**src/rtl/plru_way_decoder_if.sv**
```systemverilog
// Bus bundle for plru_way_decoder: decode path, touch/lookup path and flush control.
// The master side (cache controller) drives requests, the slave side (decoder) answers.
interface plru_way_decoder_if #(
    parameter int WAYS     = 4,
    parameter int SET_BITS = 3
);
    localparam int WAY_BITS = $clog2(WAYS);

    logic                dec_en;
    logic [WAY_BITS-1:0] dec_sel;
    logic [WAYS-1:0]     dec_onehot;

    logic                touch_en;
    logic [SET_BITS-1:0] touch_set;
    logic [WAY_BITS-1:0] touch_way;

    logic [SET_BITS-1:0] lookup_set;
    logic [WAY_BITS-1:0] victim_way;
    logic [WAYS-1:0]     victim_onehot;

    logic                flush_req;
    logic                ready;

    modport master (
        output dec_en, dec_sel, touch_en, touch_set, touch_way, lookup_set, flush_req,
        input  dec_onehot, victim_way, victim_onehot, ready
    );

    modport slave (
        input  dec_en, dec_sel, touch_en, touch_set, touch_way, lookup_set, flush_req,
        output dec_onehot, victim_way, victim_onehot, ready
    );
endinterface

```
**src/rtl/plru_way_decoder.sv**
```systemverilog
// N-way way-select decoder with per-set tree pseudo-LRU and a sequential flush sweep.
// Optional macro PLRU_BYPASS_EN: forwards an accepted touch to a same-set lookup in
// the same cycle; without it the victim always comes from registered state.
//
// state    | meaning
// ---------+---------------------------------------------------------------
// ST_IDLE  | ready=1, touches accepted, flush_req starts a sweep
// ST_FLUSH | ready=0, clears set r_cnt each cycle, back to idle after last set
module plru_way_decoder #(
    parameter int WAYS     = 4,
    parameter int SET_BITS = 3
) (
    input logic              clk,
    input logic              rst,
    plru_way_decoder_if.slave bus
);
    localparam int WAY_BITS = $clog2(WAYS);
    localparam int SETS     = 1 << SET_BITS;

    typedef enum logic {ST_IDLE, ST_FLUSH} state_t;

    // Node n of the heap-numbered tree lives at bit n-1 (nodes 1..WAYS-1).
    logic [WAYS-2:0]     r_plru [SETS];
    state_t              r_state;
    state_t              w_next;
    logic [SET_BITS:0]   r_cnt;

    logic                w_ready;
    logic                w_cnt_last;
    logic                w_touch_fire;
    logic [WAYS-2:0]     w_touch_next;
    logic [WAYS-2:0]     w_lookup_bits;
    logic [WAY_BITS-1:0] w_victim_way;
    logic [WAYS-1:0]     w_dec_onehot;

    // Walk from the root: a 0 bit goes to the lower child, a 1 bit to the upper.
    // The leading 1 of the node index is shifted out on the final step, leaving the leaf.
    function automatic logic [WAY_BITS-1:0] f_victim(input logic [WAYS-2:0] bits);
        logic [WAYS-1:0]     t;
        logic [WAY_BITS-1:0] node;
        t    = {bits, 1'b0};
        node = WAY_BITS'(1);
        for (int l = 0; l < WAY_BITS; l++) begin
            node = (node << 1) | WAY_BITS'(t[node]);
        end
        return node;
    endfunction

    // Point every node on the path away from the touched way.
    function automatic logic [WAYS-2:0] f_touch(input logic [WAYS-2:0]     bits,
                                                input logic [WAY_BITS-1:0] way);
        logic [WAYS-1:0]     t;
        logic [WAY_BITS-1:0] node;
        logic [WAY_BITS-1:0] w;
        logic                d;
        t    = {bits, 1'b0};
        node = WAY_BITS'(1);
        w    = way;
        for (int l = 0; l < WAY_BITS; l++) begin
            d       = w[WAY_BITS-1];
            t[node] = ~d;
            node    = (node << 1) | WAY_BITS'(d);
            w       = w << 1;
        end
        return t[WAYS-1:1];
    endfunction

    // Decode path: pure combinational one-hot gated by dec_en.
    always_comb begin
        w_dec_onehot = '0;
        for (int i = 0; i < WAYS; i++) begin
            w_dec_onehot[i] = bus.dec_en && (bus.dec_sel == WAY_BITS'(i));
        end
    end

    // Flush request in the same cycle drops the touch.
    assign w_touch_fire = bus.touch_en && w_ready && !bus.flush_req;
    assign w_touch_next = f_touch(r_plru[bus.touch_set], bus.touch_way);
    assign w_cnt_last   = (r_cnt == (SET_BITS+1)'(SETS - 1));

`ifdef PLRU_BYPASS_EN
    assign w_lookup_bits = (w_touch_fire && (bus.lookup_set == bus.touch_set))
                         ? w_touch_next : r_plru[bus.lookup_set];
`else
    assign w_lookup_bits = r_plru[bus.lookup_set];
`endif

    assign w_victim_way = f_victim(w_lookup_bits);

    // State register.
    always_ff @(posedge clk or posedge rst) begin
        if (rst) r_state <= ST_IDLE;
        else     r_state <= w_next;
    end

    // Next-state logic.
    always_comb begin
        w_next = r_state;
        case (r_state)
            ST_IDLE:  if (bus.flush_req) w_next = ST_FLUSH;
            ST_FLUSH: if (w_cnt_last)    w_next = ST_IDLE;
            default:  w_next = ST_IDLE;
        endcase
    end

    // FSM outputs.
    always_comb begin
        w_ready = 1'b0;
        case (r_state)
            ST_IDLE:  w_ready = 1'b1;
            ST_FLUSH: w_ready = 1'b0;
            default:  w_ready = 1'b0;
        endcase
    end

    // Sweep counter: zeroed on flush start, one step per swept set; the extra MSB
    // keeps it from wrapping before the terminal compare.
    always_ff @(posedge clk or posedge rst) begin
        if (rst)                                        r_cnt <= '0;
        else if (r_state == ST_IDLE && bus.flush_req)   r_cnt <= '0;
        else if (r_state == ST_FLUSH)                   r_cnt <= r_cnt + 1'b1;
    end

    // PLRU storage: sweep clear takes precedence, touches only land while idle.
    always_ff @(posedge clk or posedge rst) begin
        if (rst) begin
            for (int s = 0; s < SETS; s++) r_plru[s] <= '0;
        end else if (r_state == ST_FLUSH) begin
            r_plru[r_cnt[SET_BITS-1:0]] <= '0;
        end else if (w_touch_fire) begin
            r_plru[bus.touch_set] <= w_touch_next;
        end
    end

    assign bus.dec_onehot    = w_dec_onehot;
    assign bus.victim_way    = w_victim_way;
    assign bus.victim_onehot = WAYS'(1) << w_victim_way;
    assign bus.ready         = w_ready;
endmodule
```
**src/flat_wrapper.sv**
```systemverilog
// flat-port wrapper written by rule: the top's interface ports become plain ports
module plru_way_decoder_flat 
#(
    parameter int WAYS     = 4,
    parameter int SET_BITS = 3
)
  (clk, rst, bus_dec_en, bus_dec_sel, bus_touch_en, bus_touch_set, bus_touch_way, bus_lookup_set, bus_flush_req, bus_dec_onehot, bus_victim_way, bus_victim_onehot, bus_ready);
  plru_way_decoder_if #(.WAYS(WAYS), .SET_BITS(SET_BITS)) bus_i ();
  input logic clk;
  input logic rst;
  input wire logic [$bits(bus_i.dec_en)-1:0] bus_dec_en;
  input wire logic [$bits(bus_i.dec_sel)-1:0] bus_dec_sel;
  input wire logic [$bits(bus_i.touch_en)-1:0] bus_touch_en;
  input wire logic [$bits(bus_i.touch_set)-1:0] bus_touch_set;
  input wire logic [$bits(bus_i.touch_way)-1:0] bus_touch_way;
  input wire logic [$bits(bus_i.lookup_set)-1:0] bus_lookup_set;
  input wire logic [$bits(bus_i.flush_req)-1:0] bus_flush_req;
  output wire logic [$bits(bus_i.dec_onehot)-1:0] bus_dec_onehot;
  output wire logic [$bits(bus_i.victim_way)-1:0] bus_victim_way;
  output wire logic [$bits(bus_i.victim_onehot)-1:0] bus_victim_onehot;
  output wire logic [$bits(bus_i.ready)-1:0] bus_ready;
  assign bus_i.dec_en = bus_dec_en;
  assign bus_i.dec_sel = bus_dec_sel;
  assign bus_i.touch_en = bus_touch_en;
  assign bus_i.touch_set = bus_touch_set;
  assign bus_i.touch_way = bus_touch_way;
  assign bus_i.lookup_set = bus_lookup_set;
  assign bus_i.flush_req = bus_flush_req;
  assign bus_dec_onehot = bus_i.dec_onehot;
  assign bus_victim_way = bus_i.victim_way;
  assign bus_victim_onehot = bus_i.victim_onehot;
  assign bus_ready = bus_i.ready;
  plru_way_decoder #(.WAYS(WAYS), .SET_BITS(SET_BITS)) u_core (.clk(clk), .rst(rst), .bus(bus_i));
endmodule
```
**config.mk**
```make
export PLATFORM = sky130hd
export DESIGN_NAME = plru_way_decoder_flat
export DESIGN_NICKNAME = d
export VERILOG_FILES = /design/src/rtl/plru_way_decoder_if.sv /design/src/rtl/plru_way_decoder.sv /design/src/flat_wrapper.sv
export SDC_FILE = /design/constraint.sdc
export NUM_CORES = 1
export LEC_CHECK = 0
export CAP_MARGIN = 10
export CORE_MARGIN = 5
export CORE_UTILIZATION = 45
export DETAILED_ROUTE_END_ITERATION = 8
export PLACE_DENSITY_LB_ADDON = 0.12
export SYNTH_ARGS = -nofsm -noshare
export SYNTH_HDL_FRONTEND = slang
export SYNTH_SLANG_ARGS = --single-unit
```
**constraint.sdc**
```tcl
create_clock -name clk -period 1.6 [get_ports clk]
set_clock_uncertainty 0.15 [all_clocks]
set_input_delay 0.24 -clock clk [delete_from_list [all_inputs] [get_ports clk]]
set_output_delay 0.24 -clock clk [all_outputs]
set_load 0.05 [all_outputs]
```
==> results of run 1 <==
-- cell type report --
type / instances / area (um2) / area share [%]
multi-input cells: 116 / 1000 / 39.7
well taps: 46 / 57.6 / 2.28
repair buffers: 61 / 656 / 26.0
inverters: 3 / 11.3 / 0.446
clock inverters: 1 / 5.00 / 0.198
clock buffers: 7 / 65.1 / 2.58
flip-flops and latches: 29 / 727 / 28.8
-- cell families (layout without fill, tap and decap cells) --
logic type | count (synthesis) | in the layout | share of synthesized area [%]
fa+ha+maj | 1 | 1 | 0.766
buf+inv | 10 | 72 | 3.45
flops | 29 | 29 | 44.4
simple gates | 63 | 63 | 20.0
compound gates | 29 | 29 | 10.4
mux | 21 | 21 | 19.8
xor+xnor | 2 | 2 | 1.07
-- layer usage --
metal / GRT usage (%) / share of wire, %
met1: 25.0 / 39
met2: 32.6 / 52
met3: 5.74 / 7.7
met4: 6.60 / 1.8
met5: 0 / 0
-- power by group through the flow --
stage          clock (uW)  sequential, uW  combinational, uW
2_1_floorplan           0             930                636
3_3_place_gp            0             975                979
3_5_place_dp            0             979               1010
4_1_cts               514             965               1050
5_1_grt               546             993               1180
6_report              514             974               1090
-- cells in the mapped netlist (2+ instances only) --
master	count
nand2_1	12
o21ai_1	12
nor2b_1	5
nor2_1	6
nand3_1	31
o21ai_2	4
dfrtp_1	29
mux2i_1	8
mux2_4	2
mux4_2	8
xnor2_1	2
inv_1	3
buf_2	3
mux2_2	3
o21ai_0	10
-- registers in the layout, indices dropped and copies added, names as in the netlist --
register,cells
u_core.r_plru,24
u_core.r_cnt,4
u_core.r_state,1
-- through the flow --
| stage | cells | instance area [um2] | setup WS, ns | power (uW) | hold slack [ns] |
|---|---|---|---|---|---|
| after detailed placement | 247 | 2250 | -0.873 | 1990 | 0.334 |
| after global placement | 247 | 2250 | -0.847 | 1950 | 0.325 |
| after global routing | 263 | 2520 | -0.769 | 2720 | 0.164 |
| after CTS | 261 | 2440 | -0.711 | 2530 | 0.143 |
| final | 263 | 2520 | -0.724 | 2580 | 0.119 |
| after floorplan | 155 | 1700 | -0.502 | 1570 | 0.168 |
-- worst max-delay path: stages, from the launching register on --
cell,delay (ns)
dfrtp_1,0.42
mux4_2,0.47
mux2_4,0.31
nor2b_4,0.16
nor2_4,0.10
buf_12,0.14
-- path summary, 6_finish.rpt --
check / slack, ns / startpoint / cells after the start / to
setup / recovery: -0.72 / u_core.r_plru[0]$_DFFE_PP0P_ / 5 / bus_victim_way[0]
hold / removal: 0.12 / rst / 3 / u_core.r_plru[17]$_DFFE_PP0P_
setup reg to reg: -0.24 / u_core.r_plru[5]$_DFFE_PP0P_ / 6 / u_core.r_plru[5]$_DFFE_PP0P_
hold reg to reg: 0.36 / u_core.r_cnt[3]$_DFFE_PP0P_ / 2 / u_core.r_cnt[3]$_DFFE_PP0P_
max in group asynchronous: 0.90 / rst / 3 / u_core.r_state$_DFF_PP0_
min in group clk: 0.36 / bus_touch_set[2] / 3 / u_core.r_plru[4]$_DFFE_PP0P_
-- repair_timing --
| action | CTS | global route |
|---|---|---|
| setup buffers | 5 | 2 |
| endpoints found under the hold margin | 0 | 0 |
| hold buffers | 0 | 0 |
| cloned | 1 | 0 |
| gates resized for setup | 19 | 20 |
| setup endpoints to repair | 22 | 30 |
| pin swaps | 7 | 8 |
==> out/qor.yml, run 1 <==
timing:
  hold_viol: 0
  fmax_ghz: 0.430
  setup_viol: 22
  period_minus_slack_ns: 2.32
  setup_ws_ns: -0.724
  setup-tns-final_ns: -6.78
  relSlewSlack_pct: 74.1
  tightest_slew_ns: 0.387
  rsz0062_at_grt: "true"
  period_share_pct: 145
  maxSlewViolCount: 0
routing:
  vias_per_cell: 5.69
  first_pass_iters: 4
  antenna_violating_nets_post_route: 0
  drc_errors: 0
  wl_mm: 4.66
  vias: 1496
  wl_per_cell_um: 17.7
  drt_iter0_markers: 131
floorplan:
  die_h_um: 70.2
  die_x_um: 70.2
  start_util_pct: 47.8
  core_um2: 3420
  std_cell_rows: 21
  io_pins: 26
  die_area_um2: 4930
clock_network:
  clock_sinks: 29
  clk_latency_ns: 0.34
  cts_tree: "yes"
  clk_pin_slew_ns: 0.09
  clockBufferDepth: 2
  cts_root_buf: "clkbuf_4"
  h-tree-depth: 2
  numCtsBuffers: 5
final_layout:
  antennaDiodeCount: 0
  drive_above_1_share_pct: 47.0
  fin_nets: 232
  layout_commonest_cell: "buf_4"
  final_util_pct: 73.9
  layout_common_cells: "buf_4, nand3_1, dfrtp_1"
  area_growth_syn_to_layout_pct: 54.6
  n_fill_cell: 245
global_routing:
  antenna_found_initial: 0
  grt_pass1_wl_mm: 7.60
  grt_pass1_vias: 1511
  grt_overflow: 0
  grtUsageTotal_pct: 19.9
  grt_start_max_net_pins: 30
placed_design:
  hpwl_mm: 3.36
  place_congestion: 0.899
  io_buffers: 25
pwr:
  p_leak_uw: 0.00115
  p_clk_share_pct: 20.0
  peakVddDrop_mv: 0.818
  netSwitchingPower_uw: 961
  p_int_uw: 1610
  swShare_pct: 37.3
  p_per_area_nw_per_um2: 1020
  p_seq_share_pct: 37.8
  p_comb_share_pct: 42.2
synth:
  ys_async_sr_fraction_pct: 100
  ys_warn_count: 0
  ys_types: 32
  synth_top_area_share_pct: 44.4
  synth_edf_count: 0
  yosys-top-cells-area: "dfrtp_1, mux4_2, nand3_1"
  syn_nets: 171
  synth.avg_cell_area_um2: 10.5
  ys_seq_area_share_pct: 44.4
  syn_inst: 155
  yosysTopAreaCell: "dfrtp_1"
  synth_flop_cell: "dfrtp_1"
  ys_ff_latch: 29
  netlist_area_um2: 1630
setup_path:
  critPathRequiredTime_ns: 1.21
  start_kind: "flop"
  arrival_ns: 1.93
  end_kind: "output port"
  crit_type: "flop to output port"
  crit_fanout: 5
job:
  cap_violations: 0
hold_path:
  hp-class: "input port to async pin"
status:
  status: "finished with violations"
  violations: "setup timing"
Note: power is estimated with default switching activity, not from simulation.
==> inputs of run 2 (changes only) <==
--- a/config.mk
+++ b/config.mk
@@ -5,9 +5,12 @@
 export SDC_FILE = /design/constraint.sdc
 export NUM_CORES = 1
 export LEC_CHECK = 0
+export ABC_CLOCK_PERIOD_IN_PS = 2350
 export CAP_MARGIN = 10
+export CELL_PAD_IN_SITES_DETAIL_PLACEMENT = 0
+export CELL_PAD_IN_SITES_GLOBAL_PLACEMENT = 2
 export CORE_MARGIN = 5
-export CORE_UTILIZATION = 45
+export CORE_UTILIZATION = 34
 export DETAILED_ROUTE_END_ITERATION = 8
 export PLACE_DENSITY_LB_ADDON = 0.12
 export SYNTH_ARGS = -nofsm -noshare
==> constraint.sdc (replaced) <==
create_clock -name clk -period 2.35 [get_ports clk]
set_clock_uncertainty 0.15 [all_clocks]
set_input_delay 0.3525 -clock clk [delete_from_list [all_inputs] [get_ports clk]]
set_output_delay 0.3525 -clock clk [all_outputs]
set_load 0.05 [all_outputs]
==> out/qor.yml, run 2 (synthesis results as in run 1) <==
timing:
  maxSlewViolCount: 0
  setup_ws_ns: -0.0153
  setup_viol: 1
  hold_ws_ns: 0.298
  tightest_slew_ns: 0.494
  hold_viol: 0
  period_minus_slack_ns: 2.37
  setup-tns-final_ns: -0.0153
  fmax_ghz: 0.423
  period_share_pct: 101
  relSlewSlack_pct: 66.9
  rsz0062_at_grt: "true"
clock_network:
  clk_pin_slew_ns: 0.06
  cts_tree: "yes"
  cts_root_buf: "clkbuf_8"
  numCtsBuffers: 5
  h-tree-depth: 2
  clockBufferDepth: 2
  clock_sinks: 29
  clk_latency_ns: 0.28
final_layout:
  area_growth_syn_to_layout_pct: 33.9
  largest_reg_flops: 24
  layout_common_cells: "nand3_1, dfrtp_1, clkdlybuf4s50_1"
  antennaDiodeCount: 0
  final_util_pct: 46.6
  n_fill_cell: 445
  register_area_um2: 726
  regMostFlops: "u_core.r_plru"
  drive_above_1_share_pct: 26.6
  multi_input_area_um2: 887
  fin_nets: 207
  reg.largest.list: "u_core.r_plru (24), u_core.r_cnt (4), u_core.r_state (1)"
  layout_commonest_cell: "nand3_1"
  instances_no_fill: 246
routing:
  wl_mm: 4.26
  wl_per_cell_um: 17.3
  vias: 1337
  drc_errors: 0
  vias_per_cell: 5.43
  drt_iter0_markers: 49
  first_pass_iters: 4
  antenna_violating_nets_post_route: 0
setup_path:
  crit_fanout: 5
  critPathRequiredTime_ns: 1.85
  rr_startpoint: "u_core.r_plru[13]$_DFFE_PP0P_"
  cp-startpoint: "u_core.r_plru[21]$_DFFE_PP0P_"
  arrival_ns: 1.86
  start_kind: "flop"
  crit_type: "flop to output port"
  end_kind: "output port"
floorplan:
  die_area_um2: 6290
  core_um2: 4690
  io_pins: 26
  start_util_pct: 34.8
  die_x_um: 79.3
  std_cell_rows: 25
  die_h_um: 79.3
global_routing:
  grt_start_max_net_pins: 30
  grt_pass1_wl_mm: 6.90
  grt.met3_usage_pct: 4.65
  grt_pass1_vias: 1337
  grt_busiest_layer: "met2"
  grt_overflow: 0
  met1_usage_pct: 18.4
  antenna_found_initial: 0
  grt_use_met2_pct: 23.7
  grtUsageTotal_pct: 14.7
status:
  status: "finished with violations"
  violations: "setup timing"
placed_design:
  io_buffers: 25
  hpwl_mm: 3.42
  place_congestion: 0.762
  placedCellCount: 236
job:
  cap_violations: 0
pwr:
  p_leak_uw: 0.000934
  peakVddDrop_mv: 0.356
  power_uw: 1650
  p_per_area_nw_per_um2: 756
hold_path:
  hp-class: "input port to async pin"
## run 2: layout make-up
type	instances	share of cell area [%]
Tap cell	54	3.09
Sequential cell	29	33.2
Inverter	3	0.515
Multi-Input combinational cell	116	40.6
Clock buffer	6	3.32
Clock inverter	2	0.458
Timing Repair Buffer	36	18.8
## run 2: worst max-delay path, cell delays in order, from the launching register on
cell     delay, ns
dfrtp_1       0.41
mux4_2        0.46
mux2_4        0.32
nor2b_4       0.15
nor2_4        0.10
buf_12        0.14
## run 2: power breakdown
group          switching, uW  internal [uW]
Sequential              96.8            577
Combinational            328            266
Clock                    181            204
## run 2: worst paths after layout
| kind | slack, ns | endpoint | cells after the start |
|---|---|---|---|
| setup / recovery | -0.02 | bus_victim_way[0] | 5 |
| hold / removal | 0.30 | u_core.r_plru[19]$_DFFE_PP0P_ | 3 |
| setup reg to reg | 0.61 | u_core.r_plru[10]$_DFFE_PP0P_ | 4 |
| hold reg to reg | 0.33 | u_core.r_cnt[3]$_DFFE_PP0P_ | 2 |
| max in group asynchronous | 1.47 | u_core.r_plru[16]$_DFFE_PP0P_ | 3 |
| min in group clk | 0.33 | u_core.r_cnt[3]$_DFFE_PP0P_ | 2 |
## run 2: routing by layer
metal  wire [um]  vias up  share of wire [%]
met5           0        -                  0
met4          85        0                2.0
met3         297        8                7.0
met2        2060       53                 48
met1        1820      631                 43
li1            -      645                  -
## run 2: repair_timing
item / in CTS / in global routing
buffers inserted: 0 / 2
hold buffers: 0 / 0
pin swaps: 1 / 1
endpoints found under the setup margin: 6 / 5
resized for setup: 4 / 3
## run 2: stage by stage
step	area (um2)	setup WS, ns
5_1_grt	2190	-0.0589
6_report	2190	-0.0153
3_5_place_dp	2080	-0.329
2_1_floorplan	1670	0.0130
3_3_place_gp	2080	-0.320
4_1_cts	2160	-0.0314
